==> config.mk <==
export PLATFORM = sky130hd
export DESIGN_NAME = ram2p_fifo_ctrl
export DESIGN_NICKNAME = d
export VERILOG_FILES = /design/src/rtl/ram2p_fifo_ctrl.sv
export SDC_FILE = /design/constraint.sdc
export NUM_CORES = 1
export LEC_CHECK = 0
export CORE_AREA = 8 8 183 185
export DETAILED_ROUTE_END_ITERATION = 16
export DIE_AREA = 0 0 191 193
export PLACE_DENSITY = 0.69
export SYNTH_ARGS = -nofsm -noshare
export SYNTH_HDL_FRONTEND = slang
export SYNTH_SLANG_ARGS = --single-unit
==> constraint.sdc <==
create_clock -name clockCore -period 4.8 [get_ports clockCore]
set_clock_uncertainty 0.2 [all_clocks]
set_input_delay 0.96 -clock clockCore [delete_from_list [all_inputs] [get_ports clockCore]]
set_output_delay 0.96 -clock clockCore [all_outputs]
set_load 0.05 [all_outputs]
==> src/rtl/ram2p_fifo_ctrl.sv <==
// Valid/ready FIFO controller sequencing an external 16x116 two-port RAM with
// 1-cycle read latency; first-word-fall-through output via a 2-slot skid stage.
module ram2p_fifo_ctrl #(
  parameter int unsigned DEPTH  = 16,
  parameter int unsigned ADDR_W = 4,
  parameter int unsigned DATA_W = 116
) (
  input  logic              clockCore,
  input  logic              resetCoreN,
  input  logic              flush,
  input  logic              inValid,
  output logic              inReady,
  input  logic [DATA_W-1:0] inData,
  output logic              outValid,
  input  logic              outReady,
  output logic [DATA_W-1:0] outData,
  output logic [ADDR_W+1:0] level,
  output logic              ramEnableWrite,
  output logic [ADDR_W-1:0] ramAddressWrite,
  output logic [DATA_W-1:0] ramWriteData,
  output logic              ramEnableRead,
  output logic [ADDR_W-1:0] ramAddressRead,
  input  logic [DATA_W-1:0] ramReadData
);

  localparam int unsigned CNT_W = ADDR_W + 1;
  localparam int unsigned LVL_W = ADDR_W + 2;

  logic [ADDR_W-1:0] r_wr_ptr, r_rd_ptr;
  logic [CNT_W-1:0]  r_ram_count;
  logic              r_in_flight;
  logic [1:0]        r_stage_count;
  logic [DATA_W-1:0] r_slot0, r_slot1;
  logic [LVL_W-1:0]  r_level;

  logic              w_push, w_pop, w_issue;
  logic [2:0]        w_occ_after_pop;
  logic [1:0]        w_cnt_after_pop;
  logic [ADDR_W-1:0] w_wr_ptr_nxt, w_rd_ptr_nxt;
  logic [CNT_W-1:0]  w_ram_count_nxt;
  logic              w_in_flight_nxt;
  logic [1:0]        w_stage_count_nxt;
  logic [DATA_W-1:0] w_slot0_nxt, w_slot1_nxt;
  logic [LVL_W-1:0]  w_level_nxt;

  // Handshakes and RAM port drive
  assign inReady         = (r_ram_count != CNT_W'(DEPTH)) & ~flush;
  assign w_push          = inValid & inReady;
  assign w_pop           = (r_stage_count != 2'd0) & outReady & ~flush;
  assign w_occ_after_pop = 3'(r_stage_count) + 3'(r_in_flight) - 3'(w_pop);
  assign w_issue         = (r_ram_count != CNT_W'(0)) & (w_occ_after_pop < 3'd2) & ~flush;

  assign ramEnableWrite  = w_push;
  assign ramAddressWrite = r_wr_ptr;
  assign ramWriteData    = inData;
  assign ramEnableRead   = w_issue;
  assign ramAddressRead  = r_rd_ptr;

  assign outValid = (r_stage_count != 2'd0);
  assign outData  = r_slot0;
  assign level    = r_level;

  // Next-state: pop shifts the stage first, then the returning word fills the first free slot
  always_comb begin
    w_wr_ptr_nxt      = r_wr_ptr;
    w_rd_ptr_nxt      = r_rd_ptr;
    w_ram_count_nxt   = r_ram_count;
    w_in_flight_nxt   = 1'b0;
    w_stage_count_nxt = r_stage_count;
    w_slot0_nxt       = r_slot0;
    w_slot1_nxt       = r_slot1;
    w_cnt_after_pop   = r_stage_count - 2'(w_pop);

    if (flush) begin
      w_wr_ptr_nxt      = '0;
      w_rd_ptr_nxt      = '0;
      w_ram_count_nxt   = '0;
      w_stage_count_nxt = '0;
      w_slot0_nxt       = '0;
      w_slot1_nxt       = '0;
    end else begin
      if (w_push) w_wr_ptr_nxt = r_wr_ptr + ADDR_W'(1);
      if (w_issue) w_rd_ptr_nxt = r_rd_ptr + ADDR_W'(1);
      w_ram_count_nxt   = r_ram_count + CNT_W'(w_push) - CNT_W'(w_issue);
      w_in_flight_nxt   = w_issue;
      w_stage_count_nxt = w_cnt_after_pop;
      if (w_pop) w_slot0_nxt = r_slot1;
      if (r_in_flight) begin
        if (w_cnt_after_pop == 2'd0) w_slot0_nxt = ramReadData;
        else                         w_slot1_nxt = ramReadData;
        w_stage_count_nxt = w_cnt_after_pop + 2'd1;
      end
    end
    w_level_nxt = LVL_W'(w_ram_count_nxt) + LVL_W'(w_in_flight_nxt) + LVL_W'(w_stage_count_nxt);
  end

  always_ff @(posedge clockCore or negedge resetCoreN) begin
    if (!resetCoreN) begin
      r_wr_ptr      <= '0;
      r_rd_ptr      <= '0;
      r_ram_count   <= '0;
      r_in_flight   <= 1'b0;
      r_stage_count <= '0;
      r_slot0       <= '0;
      r_slot1       <= '0;
      r_level       <= '0;
    end else begin
      r_wr_ptr      <= w_wr_ptr_nxt;
      r_rd_ptr      <= w_rd_ptr_nxt;
      r_ram_count   <= w_ram_count_nxt;
      r_in_flight   <= w_in_flight_nxt;
      r_stage_count <= w_stage_count_nxt;
      r_slot0       <= w_slot0_nxt;
      r_slot1       <= w_slot1_nxt;
      r_level       <= w_level_nxt;
    end
  end

endmodule

# After elaboration in Yosys (flattened, before gate mapping)
# Index checks and enable logic that the tools add are counted.
# totals
output_inout_bits	250
wordCells	50
regBits	254
in_bits	237
# classes
order_cmp	1
n_eq_ne	2
n_addsub	10
n_reduce_logical	7
bitwise_logic	7
n_mux	15
# op_table
cell	n
$mux W116	7
$mux W4	4
$add A4 B1 Y4 const B	2
$reduce_bool A2 Y1	4
$add A5 B1 Y6	1
$add A6 B2 Y6	1
$and A1 B1 Y1	6
$add A5 B1 Y5	1
$mux W5	1
$ne A5 B5 Y1 const B	1
$reduce_bool A5 Y1	1
$sub A5 B1 Y5	1
$mux W2	2
$add A2 B1 Y3	1
$lt A3 B2 Y1 const B	1
$sub A3 B1 Y3	1
$add A2 B1 Y2 const B	1
$logic_not A2 Y1	1
$ne A2 B2 Y1 const B	1
$reduce_and A2 Y1	1
$sub A2 B1 Y2	1
$mux W1	1
$not A1 Y1	1

# Depth between registers and ports, before layout
# Gate-level depths: netlist of run 1.
# depth
ltp_word	11
ltp_mapped	18
depth_no_buf	18

# Least setup slack after synthesis of run 1
# OpenSTA, ideal clock, no wires.
# synth_timing
path_type	input-to-reg
from	in flush
to	reg r_level[4], in the netlist level[4]
cell_stages	16
path_buffers	0
path_slack_ns	-0.807
arrival_ns	5.321
cell_sequence	nand2b_4 nor3_1 a21oi_1 nand2b_1 fa_1 xnor2_1 nand3_1 nor2_1 ha_1 inv_1 ha_1 fa_1 nand2b_1 fa_1 o41a_1 nor3_1
# synth_between
elab_chain_len	10
# synth_lines
element	line_no	rtl
start, declared	10	input logic flush,
$not A1 Y1 *	49, 51	
$and A1 B1 Y1	49	assign w_pop = (r_stage_count != 2'd0) & outReady & ~flush;
$sub A3 B1 Y3	50	assign w_occ_after_pop = 3'(r_stage_count) + 3'(r_in_flight) - 3'(w_pop);
$lt A3 B2 Y1	51	assign w_issue = (r_ram_count != CNT_W'(0)) & (w_occ_after_pop < 3'd2) & ~flush;
$and A1 B1 Y1	51	
$and A1 B1 Y1 *	51	
named net ramEnableRead	21	output logic ramEnableRead,
$sub A5 B1 Y5	84	w_ram_count_nxt = r_ram_count + CNT_W'(w_push) - CNT_W'(w_issue);
$mux W5	74	if (flush) begin
$add A5 B1 Y6 *	94	w_level_nxt = LVL_W'(w_ram_count_nxt) + LVL_W'(w_in_flight_nxt) + LVL_W'(w_stage_count_nxt);
$add A6 B2 Y6 *	94	
named net w_level_nxt[4]	44	logic [LVL_W-1:0] w_level_nxt;
end signal, assigned	115	r_level <= w_level_nxt;
end, declared	34	logic [LVL_W-1:0] r_level;
# The timed path passes the listed nets; every way through them passes the cells marked *.
# A chain may end at the register's enable or synchronous reset.

# Worst setup path after layout of run 1
# layout_timing
from	in outReady
to	reg r_level[5], in the netlist level[5]
# layout_between
elab_chain_len	10
# layout_lines
element	line_no	rtl
start, declared	15	input logic outReady,
$and A1 B1 Y1 (2 in series)	49	
$sub A3 B1 Y3	50	
$lt A3 B2 Y1	51	
$and A1 B1 Y1 (2 in series)	51	
$sub A5 B1 Y5	84	
$mux W5	74	
named net w_ram_count_nxt[1]	40	logic [CNT_W-1:0] w_ram_count_nxt;
$add A5 B1 Y6	94	
$add A6 B2 Y6	94	
named net w_level_nxt[5]	44	
# The timed path passes the listed nets, and every way through them passes these cells.

==> results_dict.tcl, run 1 <==
set metrics [dict create \
    antenna_left 0 \
    cts_tree "yes" \
    pre_cts_slack_ns -0.254 \
    stdcell_count 1550 \
    portBuffers 254 \
    rsz0062_at_grt "no" \
    grt_pass1_wl_um 54500 \
    synth_flop_cell "dfrtp_1" \
    power.density_nw_per_um2 677 \
    wl_um 35700 \
    remaining_drc_errors 0 \
    n_antenna_cell 0 \
    clk_latency_ns 0.54 \
    placed_area_um2 14000 \
    final_common_cell "dfrtp_1" \
    fin_util_pct 48.8 \
    num-fill-cells 2745 \
    cts_hold_buffers 0 \
    setup_slack_ns 0.294 \
    maxCapViolCount 0 \
    worst-setup-path-type "primary input to flip-flop" \
    synth_edf_count 0 \
    final.setup.tns_ns 0 \
    pwr-share-comb_pct 45.7 \
    die_area_um2 36900 \
    clk_pin_slew_ns 0.06 \
    yosysSeqAreaShare_pct 53.9 \
    ys_types 37 \
    hold_path.class "primary input to asynchronous set/reset pin" \
    routedWlPerCell_um 23.0 \
    power.share.sequential_pct 30.4 \
    startpoint_type "primary input" \
    async_flop_share_pct 100 \
    die_h_um 193 \
    crit_start "outReady" \
    cts_resized 0 \
    cts_root_buffer "clkbuf_16" \
    overflow 0 \
    grt_start_max_net_pins 118 \
    crit_path_frequent_cell "ha_1" \
    switching_power_mw 4.27 \
    reg2reg_to "level[5]" \
    finalSetupViolCount 0 \
    cp.arrival_ns 4.74 \
    finalMaxSlewViolations 0 \
    start_util_pct 38.3 \
    routed_via_density 5.42 \
    netlist_area_um2 11800 \
    avgSynthCellArea_um2 11.7 \
    initialDrtViolationCount 457 \
    final-hold-violation-count 0 \
    grt_usage_pct 18.6 \
    place_congestion 0.783 \
    cts.sinks 254 \
    drive_gt1_share_pct 8.36 \
    end_kind "flip-flop" \
    fin_total_pwr_mw 10.2 \
    required_ns 5.03 \
    yosysWarnings 0 \
    hold_slack_ns 0.283 \
    cp_cell_sequence "clkdlybuf4s50_1 -> nand2b_4 -> nor3_4 -> a21oi_1 -> nand2b_1 -> fa_1 -> xnor2_1 -> nand3_2 -> nor2_4 -> ha_1 -> inv_1 -> ha_1 -> fa_1 -> nand2b_1 -> inv_1 -> ha_1 -> a21oi_1 -> nor3_1 -> nor4b_1" \
    final_cell_mix "dfrtp_1 (254), clkdlybuf4s50_1 (250), nor2_1 (126), mux2i_1 (119)" \
    ir_drop_v 0.000347 \
    p_clk_share_pct 23.9 \
    max_freq_mhz 222 \
    syn-num-nets 1259 \
    numCtsBuffers 28 \
    postCtsSetupRepairBufs 0 \
    max_slew_margin_pct 38.7 \
    max_stage_delay_ns 0.51 \
    design.core.area_um2 30800 \
    ios 487 \
    switching_share_pct 41.9 \
    cp_slowest_cell "clkdlybuf4s50_1" \
    h-tree-depth 1 \
    rows 65 \
    antenna_found_initial 0 \
    design_area_um2 15000 \
    vias 8395 \
    reg2reg_depth 18 \
    cts_buffer_depth 3 \
    finalCritPeriodShare_pct 93.9 \
    grt_pass1_vias 8905 \
    fin_nets 1378 \
    dp_hpwl_um 24200 \
    worstMarginPinSlew_ns 0.920 \
    fin_crit_ns 4.51 \
    p_int_mw 5.91 \
    synthCells 1007 \
    leakagePower_nw 6.36 \
    status "finished clean" \
    dr.pass1.iters 4 \
    die-width_um 191 \
    rr_startpoint "r_stage_count[1]" \
    place_inst 1498 \
    r2r_setup_slack_ns 0.71 \
    ys_ff_latch 254 \
    critical_path.max_fanout 3 \
    syn2layout_area_growth_pct 27.5 \
]
[routing by layer]
| layer | vias to the layer above | part of all wire (%) | GRT usage [%] |
|---|---|---|---|
| met2 | 440 | 47 | 29.6 |
| li1 | 3737 | - | - |
| met3 | 47 | 12 | 8.49 |
| met4 | 0 | 1.8 | 4.27 |
| met5 | - | 0 | 0.274 |
| met1 | 4171 | 39 | 22.8 |
[synthesized netlist by cell type (6+ instances only)]
cell / instances / share of area, %
a211oi_1: 116 / 7.4
mux2i_1: 119 / 10
buf_4: 123 / 7.8
inv_1: 16 / 0.51
nor2_1: 127 / 4.0
xnor2_1: 7 / 0.52
a21oi_1: 6 / 0.25
buf_2: 13 / 0.55
clkbuf_1: 51 / 1.6
a22o_1: 116 / 8.6
ha_1: 11 / 1.2
dfrtp_1: 254 / 54
[power groups by stage]
| stage | Sequential [mW] | Combinational [mW] | Clock, mW |
|---|---|---|---|
| 2_1_floorplan | 4.52 | 1.86 | 0 |
| 3_3_place_gp | 3.12 | 4.61 | 0 |
| 3_5_place_dp | 3.12 | 4.67 | 0 |
| 4_1_cts | 3.10 | 4.70 | 2.50 |
| 5_1_grt | 3.17 | 4.95 | 2.60 |
| 6_report | 3.10 | 4.65 | 2.44 |
[worst max path at each step]
stage               end  cells past startpoint
2_1_floorplan  level[4]                     16
6_report       level[5]                     19
3_3_place_gp   level[5]                     19
3_5_place_dp   level[5]                     19
5_1_grt        level[4]                     19
4_1_cts        level[5]                     19
[cell type report]
class | count | area [um^2] | share of cell area [%]
inverters | 16 | 60.1 | 0.399
repair buffers | 284 | 2890 | 19.2
multi-input cells | 542 | 4170 | 27.7
clock inverters | 13 | 225 | 1.50
clock buffers | 39 | 843 | 5.60
well taps | 402 | 503 | 3.34
flip-flops and latches | 254 | 6360 | 42.2
[registers in the layout, summed over array words and instances, names as in the netlist]
signal and count:
level 6, ramAddressRead 4, r_stage_count 2, r_in_flight 1, outData 116, r_slot1 116
r_ram_count 5, ramAddressWrite 4
[cells by family after synthesis]
| group | count (synthesis) | share of synthesized area, % |
|---|---|---|
| buffers and inverters | 211 | 11.3 |
| AO/OA/AOI/OAI | 246 | 16.7 |
| multiplexers | 119 | 10.1 |
| AND/OR/NAND/NOR | 151 | 5.38 |
| XOR/XNOR | 11 | 0.817 |
| adder cells (fa/ha/maj) | 15 | 1.85 |
| flip-flops | 254 | 53.9 |
[worst max-delay path, delay by kind of cell]
family / cells / cell delay, ns
xor gates and xnor gates: 1 / 0.19
buffers and inverters: 3 / 0.63
and+or+nand+nor: 8 / 1.29
adders and majority gates: 5 / 1.55
AOI/OAI and AO/OA: 2 / 0.13
Note: power is estimated with default switching activity, not from simulation.
==> run 2, diff against run 1 <==
CORE_AREA = 8 8 181 183   (was 8 8 183 185)
CTS_BUF_LIST = sky130_fd_sc_hd__clkbuf_2   (was default)
CTS_CLUSTER_SIZE = 10   (was default)
DIE_AREA = 0 0 189 191   (was 0 0 191 193)
PLACE_DENSITY = 0.71   (was 0.69)
==> results_dict.tcl, run 2 (synthesized netlist as in run 1, its figures left out) <==
set metrics [dict create \
    status "finished clean" \
    routedWlPerCell_um 22.1 \
    fin_nets 1417 \
    rsz0062_at_grt "no" \
    numCtsBuffers 70 \
    final-hold-violation-count 0 \
    hold_end "ramAddressWrite[3]" \
    max_freq_mhz 235 \
    cts_root_buffer "clkbuf_2" \
    h-tree-depth 3 \
    dp_hpwl_um 24100 \
    antenna_found_initial 1 \
    rows 64 \
    die_area_um2 36100 \
    clk_latency_ns 0.76 \
    startpoint_type "primary input" \
    grt_pass1_vias 8893 \
    required_ns 5.22 \
    critPathTopFamily "adder cells" \
    antenna_left 0 \
    reg2reg_to "level[4]" \
    finalCritPeriodShare_pct 88.6 \
    ir_drop_v 0.000335 \
    power.share.sequential_pct 33.6 \
    finalMaxSlewViolations 0 \
    cts_tree "yes" \
    postCtsSetupRepairBufs 0 \
    fin_util_pct 48.4 \
    clk_pin_slew_ns 0.09 \
    die_h_um 191 \
    switching_share_pct 46.1 \
    max_slew_margin_pct 31.0 \
    fin_crit_ns 4.25 \
    final_common_cell "dfrtp_1" \
    worst-setup-path-type "primary input to flip-flop" \
    initialDrtViolationCount 461 \
    wl_um 35300 \
    final_cell_mix "dfrtp_1 (254), clkdlybuf4s50_1 (251), nor2_1 (126), mux2i_1 (119)" \
    remaining_drc_errors 0 \
    portBuffers 254 \
    vias 8513 \
    rr_startpoint "r_stage_count[1]" \
    cp_cell_sequence "clkdlybuf4s50_1 -> nand2b_4 -> nor3_4 -> a21oi_1 -> nand2b_1 -> fa_1 -> xnor2_1 -> nand3_2 -> nor2_4 -> ha_1 -> inv_1 -> ha_1 -> fa_1 -> nand2b_1 -> fa_2 -> o41a_1 -> nor3_1" \
    syn2layout_area_growth_pct 23.1 \
    grt_usage_pct 19.0 \
    hold_slack_ns 0.300 \
    dr.pass1.iters 4 \
    reg2reg_depth 16 \
    worst-path-buf-inv 2 \
    min_delay_path_depth 1 \
    p_clk_share_pct 15.9 \
    hold_path.class "flip-flop to flip-flop" \
    ios 487 \
    routed_via_density 5.32 \
    pwr-share-comb_pct 50.4 \
    cp.arrival_ns 4.68 \
    power.density_nw_per_um2 631 \
    cp_slowest_cell "fa_1" \
    switching_power_mw 4.22 \
    p_int_mw 4.94 \
    overflow 0 \
    stdcell_count 1601 \
    drive_gt1_share_pct 12.0 \
    place_inst 1488 \
    grt_start_max_net_pins 96 \
    finalSetupViolCount 0 \
    hp-start "ramAddressWrite[3]" \
    start_util_pct 39.3 \
    maxCapViolCount 0 \
    worstMarginPinSlew_ns 1.03 \
    grt_pass1_wl_um 54700 \
    cts_buffer_depth 3 \
    design.core.area_um2 30000 \
    die-width_um 189 \
    leakagePower_nw 6.27 \
    place_congestion 0.769 \
    max_stage_delay_ns 0.51 \
    cts.sinks 254 \
    fin_total_pwr_mw 9.16 \
    end_kind "flip-flop" \
    cts_resized 0 \
    r2r_setup_slack_ns 0.74 \
    critical_path.max_fanout 3 \
]
==> run 2: cell type report <==
class,instances,area [um^2]
Clock inverter,13,75.1
Sequential cell,254,6360
Clock buffer,98,490
Fill cell,2742,15500
Antenna cell,1,2.50
Inverter,16,60.1
Timing Repair Buffer,281,2870
Tap cell,396,495
Multi-Input combinational cell,542,4170
==> run 2: stage by stage <==
step | area, um^2 | setup TNS [ns] | setup slack (ns)
global placement | 13900 | -0.306 | -0.129
floorplan | 11800 | 0 | 0.00143
global route | 14500 | 0 | 0.448
detailed placement | 13900 | -0.451 | -0.182
CTS | 14500 | 0 | 0.581
finish | 14500 | 0 | 0.548
==> run 2: per-layer routing <==
| layer | part of all wire, % | global-route usage (%) |
|---|---|---|
| met5 | 0.37 | 2.88 |
| met4 | 1.5 | 5.20 |
| met3 | 12 | 10.4 |
| met2 | 46 | 29.1 |
| met1 | 40 | 22.8 |
==> run 2: how the worst max path moves through the flow <==
stage               cells past startpoint      from       endpoint
floorplan                              16     flush       level[4]
detailed placement                     18  outReady       level[4]
global route                           19  outReady       level[5]
finish                                 17  outReady       level[4]
CTS                                    11  outReady  ramEnableRead
global placement                       19  outReady       level[5]
==> run 2: what timing repair did <==
item	4_1_cts	5_1_grt
endpoints found under the setup margin	0	0
hold buffers	1	0
hold endpoints to repair	82	0
==> run 2: power groups by stage <==
stage / clock network, mW / registers (mW) / logic, mW
2_1_floorplan: 0 / 4.52 / 1.86
3_3_place_gp: 0 / 3.11 / 4.58
3_5_place_dp: 0 / 3.12 / 4.64
4_1_cts: 1.54 / 3.09 / 4.66
5_1_grt: 1.67 / 3.16 / 4.92
6_report: 1.46 / 3.08 / 4.62
==> run 3, diff against run 2 <==
CTS_CLUSTER_SIZE = default   (was 10)
SKIP_CTS_REPAIR_TIMING = 1   (was default)
==> results_dict.tcl, run 3 (synthesized netlist as in run 1, its figures left out) <==
set metrics [dict create \
    status "finished clean" \
    grt_pass1_wl_um 54600 \
    cts_buffer_depth 3 \
    drive_gt1_share_pct 12.0 \
    worst-setup-path-type "primary input to flip-flop" \
    clk_pin_slew_ns 0.09 \
    finalCritPeriodShare_pct 88.6 \
    cts_tree "yes" \
    leakagePower_nw 6.27 \
    h-tree-depth 3 \
    die_h_um 191 \
    numCtsBuffers 70 \
    fin_nets 1417 \
    place_congestion 0.769 \
    wl_um 35300 \
    reg2reg_to "level[4]" \
    cts.sinks 254 \
    num-fill-cells 2742 \
    hp-start "ramAddressWrite[3]" \
    syn2layout_area_growth_pct 23.1 \
    antenna_left 0 \
    stdcell_count 1601 \
    critical_path.max_fanout 3 \
    startpoint_type "primary input" \
    max_slew_margin_pct 31.0 \
    reg2reg_depth 16 \
    initialDrtViolationCount 461 \
    die-width_um 189 \
    rows 64 \
    final_cell_mix "dfrtp_1 (254), clkdlybuf4s50_1 (251), nor2_1 (126), mux2i_1 (119)" \
    rr_startpoint "r_stage_count[1]" \
    portBuffers 254 \
    routed_via_density 5.32 \
    grt_pass1_vias 8887 \
    max_freq_mhz 235 \
    max_stage_delay_ns 0.51 \
    ir_drop_v 0.000335 \
    place_inst 1488 \
    die_area_um2 36100 \
    hold_end "ramAddressWrite[3]" \
    antenna_found_initial 1 \
    finalSetupViolCount 0 \
    maxCapViolCount 0 \
    cp_cell_sequence "clkdlybuf4s50_1 -> nand2b_4 -> nor3_4 -> a21oi_1 -> nand2b_1 -> fa_1 -> xnor2_1 -> nand3_2 -> nor2_4 -> ha_1 -> inv_1 -> ha_1 -> fa_1 -> nand2b_1 -> fa_2 -> o41a_1 -> nor3_1" \
    dp_hpwl_um 24100 \
    worstMarginPinSlew_ns 1.03 \
    cp_slowest_cell "fa_1" \
    fin_crit_ns 4.25 \
    start_util_pct 39.3 \
    r2r_setup_slack_ns 0.74 \
    design.core.area_um2 30000 \
    fin_util_pct 48.4 \
    overflow 0 \
    min_delay_path_depth 1 \
    dr.pass1.iters 4 \
    clk_latency_ns 0.76 \
    cp.arrival_ns 4.68 \
    final_common_cell "dfrtp_1" \
    grt_start_max_net_pins 96 \
    final-hold-violation-count 0 \
    end_kind "flip-flop" \
    hold_path.class "flip-flop to flip-flop" \
    cts_root_buffer "clkbuf_2" \
    routedWlPerCell_um 22.1 \
    power.density_nw_per_um2 631 \
    required_ns 5.22 \
    vias 8513 \
    remaining_drc_errors 0 \
    finalMaxSlewViolations 0 \
    ios 487 \
    rsz0062_at_grt "no" \
    grt_usage_pct 19.0 \
]
==> run 3: cell counts in the layout (fill, tap and decap cells not counted) <==
No cell type changed its count.
==> run 3: power by group <==
part / switching [mW] / internal (mW) / total [mW]
registers: 0.366 / 2.72 / 3.08
clock network: 0.869 / 0.591 / 1.46
logic: 2.99 / 1.63 / 4.62
total: 4.22 / 4.94 / 9.16
==> run 3: area by class of cell <==
type	instances	area (um^2)	area share [%]
inverter	16	60.1	0.414
timing repair buffer	281	2870	19.8
clock inverter	13	75.1	0.517
sequential	254	6360	43.8
antenna	1	2.50	0.0172
tap	396	495	3.41
clock buffer	98	490	3.38
multi-input combinational	542	4170	28.7
==> run 3: metrics by stage <==
step	hold slack [ns]	cell area [um^2]	power, mW	setup WS (ns)	setup TNS, ns
after floorplan	0.273	11800	6.38	0.00143	0
after global placement	0.276	13900	7.69	-0.129	-0.306
after CTS	-0.121	14500	9.29	0.581	0
after global routing	0.323	14500	9.74	0.448	0
after detailed placement	0.282	13900	7.76	-0.182	-0.451
final	0.300	14500	9.16	0.548	0
==> run 3: worst max-delay path, delay by kind of cell <==
family	cells	cell delay (ns)
AO/OA/AOI/OAI	2	0.48
buffers and inverters	2	0.54
adder cells (fa/ha/maj)	5	1.77
AND/OR/NAND/NOR	7	0.77
XOR/XNOR	1	0.15
==> run 3: how the worst max path moves through the flow <==
stage / depth (start not counted) / endpoint / from / slack [ns]
5_1_grt: 19 / level[5] / outReady / 0.45
2_1_floorplan: 16 / level[4] / flush / 0.001
3_3_place_gp: 19 / level[5] / outReady / -0.13
3_5_place_dp: 18 / level[4] / outReady / -0.18
6_report: 17 / level[4] / outReady / 0.55
4_1_cts: 11 / ramEnableRead / outReady / 0.58
==> run 3: metal layers <==
layer	vias to the layer above	global-route usage (%)	wire length (um)
met5	-	2.88	131
met4	2	5.20	513
met3	47	10.4	4330
met2	444	29.0	16400
met1	4149	22.8	14000
li1	3871	-	-
